[src/rtl/video_timing_gen_pkg.sv]
// Shared timing constants and helpers for the video timing generator.
// Defaults describe 1024x768 with a 1264x808 raster at a 51 MHz pixel clock.
package video_timing_pkg;

  localparam int XW = 11;
  localparam int YW = 10;

  localparam int DEF_H_ACTIVE = 1024;
  localparam int DEF_H_FP     = 48;
  localparam int DEF_H_SYNC   = 96;
  localparam int DEF_H_BP     = 96;
  localparam int DEF_V_ACTIVE = 768;
  localparam int DEF_V_FP     = 3;
  localparam int DEF_V_SYNC   = 4;
  localparam int DEF_V_BP     = 33;

  function automatic int span_total(input int act, input int fp, input int sync, input int bp);
    return act + fp + sync + bp;
  endfunction

  localparam int H_TOTAL = span_total(DEF_H_ACTIVE, DEF_H_FP, DEF_H_SYNC, DEF_H_BP);
  localparam int V_TOTAL = span_total(DEF_V_ACTIVE, DEF_V_FP, DEF_V_SYNC, DEF_V_BP);

  typedef struct packed {
    logic hsync;
    logic vsync;
    logic de;
    logic line_start;
    logic frame_start;
  } vtg_ctl_t;

  // Colour-bar palette, left to right
  function automatic logic [23:0] bar_color(input logic [2:0] idx);
    case (idx)
      3'd0:    return 24'hFFFFFF;
      3'd1:    return 24'hFFFF00;
      3'd2:    return 24'h00FFFF;
      3'd3:    return 24'h00FF00;
      3'd4:    return 24'hFF00FF;
      3'd5:    return 24'hFF0000;
      3'd6:    return 24'h0000FF;
      default: return 24'h000000;
    endcase
  endfunction

endpackage

[src/rtl/video_timing_gen_sync_2ff.sv]
// Two-flop synchronizer for a single slow asynchronous level.
module sync_2ff (
  input  logic clk,
  input  logic rst_n,
  input  logic d,
  output logic q
);

  logic meta;

  // Shift the async level through two flops to settle metastability
  always_ff @(posedge clk or negedge rst_n) begin
    if (!rst_n) {q, meta} <= 2'b00;
    else        {q, meta} <= {meta, d};
  end

endmodule

[src/rtl/video_timing_gen.sv]
// Raster timing generator: x/y counters, syncs, de, line/frame pulses.
// Optional colour-bar pattern on rgb when VTG_TEST_PATTERN_EN is defined.
// Pipeline: locked sync (2) -> counter arm (1) -> registered outputs (1).
module video_timing_gen
  import video_timing_pkg::*;
#(
  parameter int H_ACTIVE = DEF_H_ACTIVE,
  parameter int H_FP     = DEF_H_FP,
  parameter int H_SYNC   = DEF_H_SYNC,
  parameter int H_BP     = DEF_H_BP,
  parameter int V_ACTIVE = DEF_V_ACTIVE,
  parameter int V_FP     = DEF_V_FP,
  parameter int V_SYNC   = DEF_V_SYNC,
  parameter int V_BP     = DEF_V_BP,
  parameter bit HS_POL   = 1'b1,
  parameter bit VS_POL   = 1'b1
) (
  input  logic          clk_pixel,
  input  logic          rst_n,
  input  logic          locked,
  output logic          hsync,
  output logic          vsync,
  output logic          de,
  output logic [XW-1:0] x,
  output logic [YW-1:0] y,
  output logic          line_start,
  output logic          frame_start,
  output logic [23:0]   rgb
);

  localparam int H_TOT = span_total(H_ACTIVE, H_FP, H_SYNC, H_BP);
  localparam int V_TOT = span_total(V_ACTIVE, V_FP, V_SYNC, V_BP);

  localparam logic [XW-1:0] H_LAST  = XW'(H_TOT - 1);
  localparam logic [XW-1:0] H_ACT_X = XW'(H_ACTIVE);
  localparam logic [XW-1:0] HS_BEG  = XW'(H_ACTIVE + H_FP);
  localparam logic [XW-1:0] HS_END  = XW'(H_ACTIVE + H_FP + H_SYNC);
  localparam logic [YW-1:0] V_LAST  = YW'(V_TOT - 1);
  localparam logic [YW-1:0] V_ACT_Y = YW'(V_ACTIVE);
  localparam logic [YW-1:0] VS_BEG  = YW'(V_ACTIVE + V_FP);
  localparam logic [YW-1:0] VS_END  = YW'(V_ACTIVE + V_FP + V_SYNC);

  localparam vtg_ctl_t CTL_IDLE = '{hsync: ~HS_POL, vsync: ~VS_POL, de: 1'b0,
                                    line_start: 1'b0, frame_start: 1'b0};

  logic          locked_s;
  logic [0:0]    vld_pipe;   // counter holds a valid pixel position
  logic          act;
  logic [XW-1:0] hcnt;
  logic [YW-1:0] vcnt;
  vtg_ctl_t      ctl_d, ctl_q;

  sync_2ff u_lock_sync (
    .clk   (clk_pixel),
    .rst_n (rst_n),
    .d     (locked),
    .q     (locked_s)
  );

  // Output stage only runs once the counter has been armed for a cycle
  assign act = locked_s & vld_pipe[0];

  // Raster counters; held at origin while unlocked, arm one cycle after lock
  always_ff @(posedge clk_pixel or negedge rst_n) begin
    if (!rst_n) begin
      vld_pipe <= '0;
      hcnt     <= '0;
      vcnt     <= '0;
    end else begin
      vld_pipe[0] <= locked_s;
      if (!locked_s) begin
        hcnt <= '0;
        vcnt <= '0;
      end else if (vld_pipe[0]) begin
        if (hcnt == H_LAST) begin
          hcnt <= '0;
          vcnt <= (vcnt == V_LAST) ? '0 : vcnt + 1'b1;
        end else begin
          hcnt <= hcnt + 1'b1;
        end
      end
    end
  end

  // Decode controls from the counter position; idle levels when not running
  always_comb begin
    ctl_d = CTL_IDLE;
    if (act) begin
      ctl_d.de          = (hcnt < H_ACT_X) && (vcnt < V_ACT_Y);
      ctl_d.hsync       = (hcnt >= HS_BEG && hcnt < HS_END) ? HS_POL : ~HS_POL;
      ctl_d.vsync       = (vcnt >= VS_BEG && vcnt < VS_END) ? VS_POL : ~VS_POL;
      ctl_d.line_start  = (hcnt == '0);
      ctl_d.frame_start = (hcnt == '0) && (vcnt == '0);
    end
  end

  // Register controls together with the x/y they describe
  always_ff @(posedge clk_pixel or negedge rst_n) begin
    if (!rst_n) begin
      ctl_q <= CTL_IDLE;
      x     <= '0;
      y     <= '0;
    end else begin
      ctl_q <= ctl_d;
      x     <= act ? hcnt : '0;
      y     <= act ? vcnt : '0;
    end
  end

  assign hsync       = ctl_q.hsync;
  assign vsync       = ctl_q.vsync;
  assign de          = ctl_q.de;
  assign line_start  = ctl_q.line_start;
  assign frame_start = ctl_q.frame_start;

`ifdef VTG_TEST_PATTERN_EN
  localparam int            BAR_W   = (H_ACTIVE / 8 > 0) ? H_ACTIVE / 8 : 1;
  localparam logic [XW-1:0] BAR_W_X = XW'(BAR_W);

  logic [XW-1:0] bar;
  logic [23:0]   rgb_d;

  assign bar = hcnt / BAR_W_X;

  // Bar colour inside the visible area only, so rgb is blank whenever de is low
  always_comb begin
    rgb_d = '0;
    if (ctl_d.de) rgb_d = bar_color((bar > XW'(7)) ? 3'd7 : bar[2:0]);
  end

  // Pattern register, aligned with de
  always_ff @(posedge clk_pixel or negedge rst_n) begin
    if (!rst_n) rgb <= '0;
    else        rgb <= rgb_d;
  end
`else
  assign rgb = '0;
`endif

endmodule

[config.mk]
export PLATFORM = sky130hd
export DESIGN_NAME = video_timing_gen
export DESIGN_NICKNAME = d
export VERILOG_FILES = /design/src/rtl/video_timing_gen_pkg.sv /design/src/rtl/video_timing_gen_sync_2ff.sv /design/src/rtl/video_timing_gen.sv
export SDC_FILE = /design/constraint.sdc
export NUM_CORES = 1
export LEC_CHECK = 0
export ABC_AREA = 1
export BUFFER_PORTS_ARGS = -buffer_cell sky130_fd_sc_hd__buf_2
export CAP_MARGIN = 20
export CORE_MARGIN = 2
export CORE_UTILIZATION = 58
export DETAILED_ROUTE_END_ITERATION = 16
export PLACE_DENSITY = 0.95
export SYNTH_ARGS = -nofsm -noshare
export SYNTH_HDL_FRONTEND = slang
export SYNTH_HIERARCHICAL = 1
export SYNTH_SLANG_ARGS = --single-unit
export TNS_END_PERCENT = 5
[constraint.sdc]
create_clock -name clk_pixel -period 2.7 [get_ports clk_pixel]
set_input_delay 0.135 -clock clk_pixel [delete_from_list [all_inputs] [get_ports clk_pixel]]
set_output_delay 0.135 -clock clk_pixel [all_outputs]
set_load 0.03 [all_outputs]
==> flow_summary.json <==
{
  "cp_max_fo": 15,
  "postCtsHoldBufs": 1,
  "crit_path_end_kind": "flip-flop",
  "io_pins": 53,
  "post_cts_resized": 0,
  "max_slew_margin_pct": 61.6,
  "die_y_um": 69.8,
  "ys_types": 31,
  "cts_tree": "done",
  "synth_top_area_cell": "dfrtp_1",
  "postSynthCellCount": 289,
  "power.density_mw_per_mm2": 544,
  "via_per_inst": 5.21,
  "reg2regPathDepth": 4,
  "fin_ws_ns": 0.908,
  "dieWidth_um": 69.8,
  "first_global_vias": 1907,
  "numCtsBuffers": 5,
  "cts.htree.levels": 2,
  "wire_per_inst_um": 13.0,
  "setup_viol": 0,
  "antenna_found_initial": 0,
  "grt_pass1_wl_mm": 8.17,
  "critPathRequiredTime_ns": 2.90,
  "port_buffers": 28,
  "total_power_w": 0.00149,
  "clk_path_buf_depth": 2,
  "clock-sinks": 50,
  "core_mm2": 0.00409,
  "yosys.cell_count.top_type": "nand2_1",
  "fmax_ghz": 0.558,
  "overflow": 0,
  "synth_top_cell_area_share_pct": 49.9,
  "cts-root-buf": "clkbuf_8",
  "synth_common_cells": "nand2_1, dfrtp_1, nor2_1",
  "holdPathStages": 0,
  "status": "complete, no violations",
  "synth_async_sr_flop_share_pct": 100,
  "clk_latency_ns": 0.30,
  "place_hpwl_mm": 3.37,
  "vdd_drop_max_mv": 0.225,
  "syn_avg_cell_area_um2": 8.68,
  "drc_errors": 0,
  "grt_max_degree": 51,
  "fin_setup_tns_ns": 0,
  "timing.hold.ws_ns": 0.352,
  "seq_area_frac_synth_pct": 49.9,
  "finalWirelength_mm": 4.82,
  "tightestPinTransition_ns": 0.574,
  "clk_pin_slew_ns": 0.08,
  "vias": 1938,
  "worstHoldPathType": "flip-flop to flip-flop",
  "final_core_util_pct": 67.0,
  "ant_nets": 0,
  "post_cts_buffers": 0,
  "first_pass_iters": 4,
  "path_class": "flip-flop to flip-flop",
  "synthFlopType": "dfrtp_1",
  "rsz0062_at_grt": "false",
  "gp_congestion": 0.937,
  "drt_iter0_drc": 156,
  "crit_path_start_kind": "flip-flop",
  "hold_viol_final": 0,
  "num_rows": 23,
  "start_util_pct": 61.4,
  "synth.cell_area_mm2": 0.00251,
  "detailedPlace.worstSlack_ns": 0.961,
  "synth-edff-count": 0,
  "die-area_mm2": 0.00487,
  "netlist_top_cells_area": "dfrtp_1, nand2_1, buf_4, nor2_1, inv_1",
  "drv_slew": 0,
  "finClkSkew_ns": 0.00719,
  "leakagePower_nw": 1.45,
  "crit_arrival_ns": 2.00,
  "area_growth_pct": 9.07,
  "nets": 328,
  "yosys_warnings": 6,
  "fin_crit_ns": 1.79,
  "track_usage_pct": 20.8,
  "period_share_pct": 66.4,
  "maxCapViolCount": 0,
  "drive_above_1_share_pct": 18.9,
  "synth-seq-cells": 50,
  "antenna_cells": 0
}
[worst paths after layout]
kind                                       startpoint                      end  slack, ns
setup reg to reg              u_lock_sync/q$_DFF_PN0_          hsync$_DFF_PN0_       0.91
max in group asynchronous                       rst_n    frame_start$_DFF_PN0_       1.82
hold / removal             u_lock_sync/meta$_DFF_PN0_  u_lock_sync/q$_DFF_PN0_       0.35
hold reg to reg            u_lock_sync/meta$_DFF_PN0_  u_lock_sync/q$_DFF_PN0_       0.35
setup / recovery              u_lock_sync/q$_DFF_PN0_          hsync$_DFF_PN0_       0.91
min in group asynchronous                       rst_n           x[7]$_DFF_PN0_       0.36
[cells in the final DEF (no fill, tap or decap), types with 2 or more instances in the layout]
cell           instances
nand2_1               53
dfrtp_1               50
nor2_1                46
inv_1                 29
buf_2                 28
conb_1                24
nand3_1               21
nand4_1                7
nand2_2                7
nor3_1                 6
a21oi_1                5
clkbuf_8               5
nor2_2                 4
xor2_1                 4
o21ai_0                4
ha_1                   4
inv_2                  3
nand2_4                3
nor3_4                 2
clkbuf_1               2
dlygate4sd3_1          2
[state kept, by name, indices dropped and copies added (netlist names)]
name              count
y                    10
vld_pipe              1
de                    1
vsync                 1
frame_start           1
hcnt                 11
u_lock_sync/meta      1
hsync                 1
line_start            1
vcnt                 10
x                    11
u_lock_sync/q         1
[cells by family after synthesis]
kind of cell / share of synthesized area [%]
and+or+nand+nor: 29.5
buffers and inverters: 13.9
DFF: 49.9
AOI/OAI and AO/OA: 3.19
xor gates and xnor gates: 1.40
adders and majority gates: 1.99
other: 0.149
[metrics by stage]
step / cell area, µm² / std cells
finish: 2740 / 372
global route: 2740 / 372
CTS: 2700 / 370
detailed placement: 2580 / 361
global placement: 2580 / 361
floorplan: 2600 / 312
[worst max-delay path, stage by stage, from the launching register on]
cell and delay (ns):
dfrtp_1 0.63, nand2_1 0.46, nor2_1 0.24, nand3_1 0.13, a221oi_2 0.23
[final cells by class]
type	count	area [µm²]
clock buffer	7	76.3
clock inverter	1	30.0
fill	295	1350
inverter	33	126
multi-input combinational	199	996
sequential	50	1250
tap	50	62.6
timing repair buffer	32	195
[metal layers]
metal | global-route usage [%] | vias to the layer above | wire length (µm)
li1 | - | 921 | -
met3 | 2.91 | 13 | 327
met1 | 25.4 | 913 | 1930
met5 | 0 | - | 0
met4 | 11.3 | 0 | 133
met2 | 35.3 | 91 | 2430
[report_power, final]
group / internal, W / total [W] / leakage, nW / switching [W]
clock: 0.000277 / 0.000512 / 0.0524 / 0.000235
sequential: 0.000772 / 0.000793 / 0.687 / 0.0000215
combinational: 0.0000431 / 0.000183 / 0.709 / 0.000140
total: 0.00109 / 0.00149 / 1.45 / 0.000396
(Power assumes the default switching activity.)
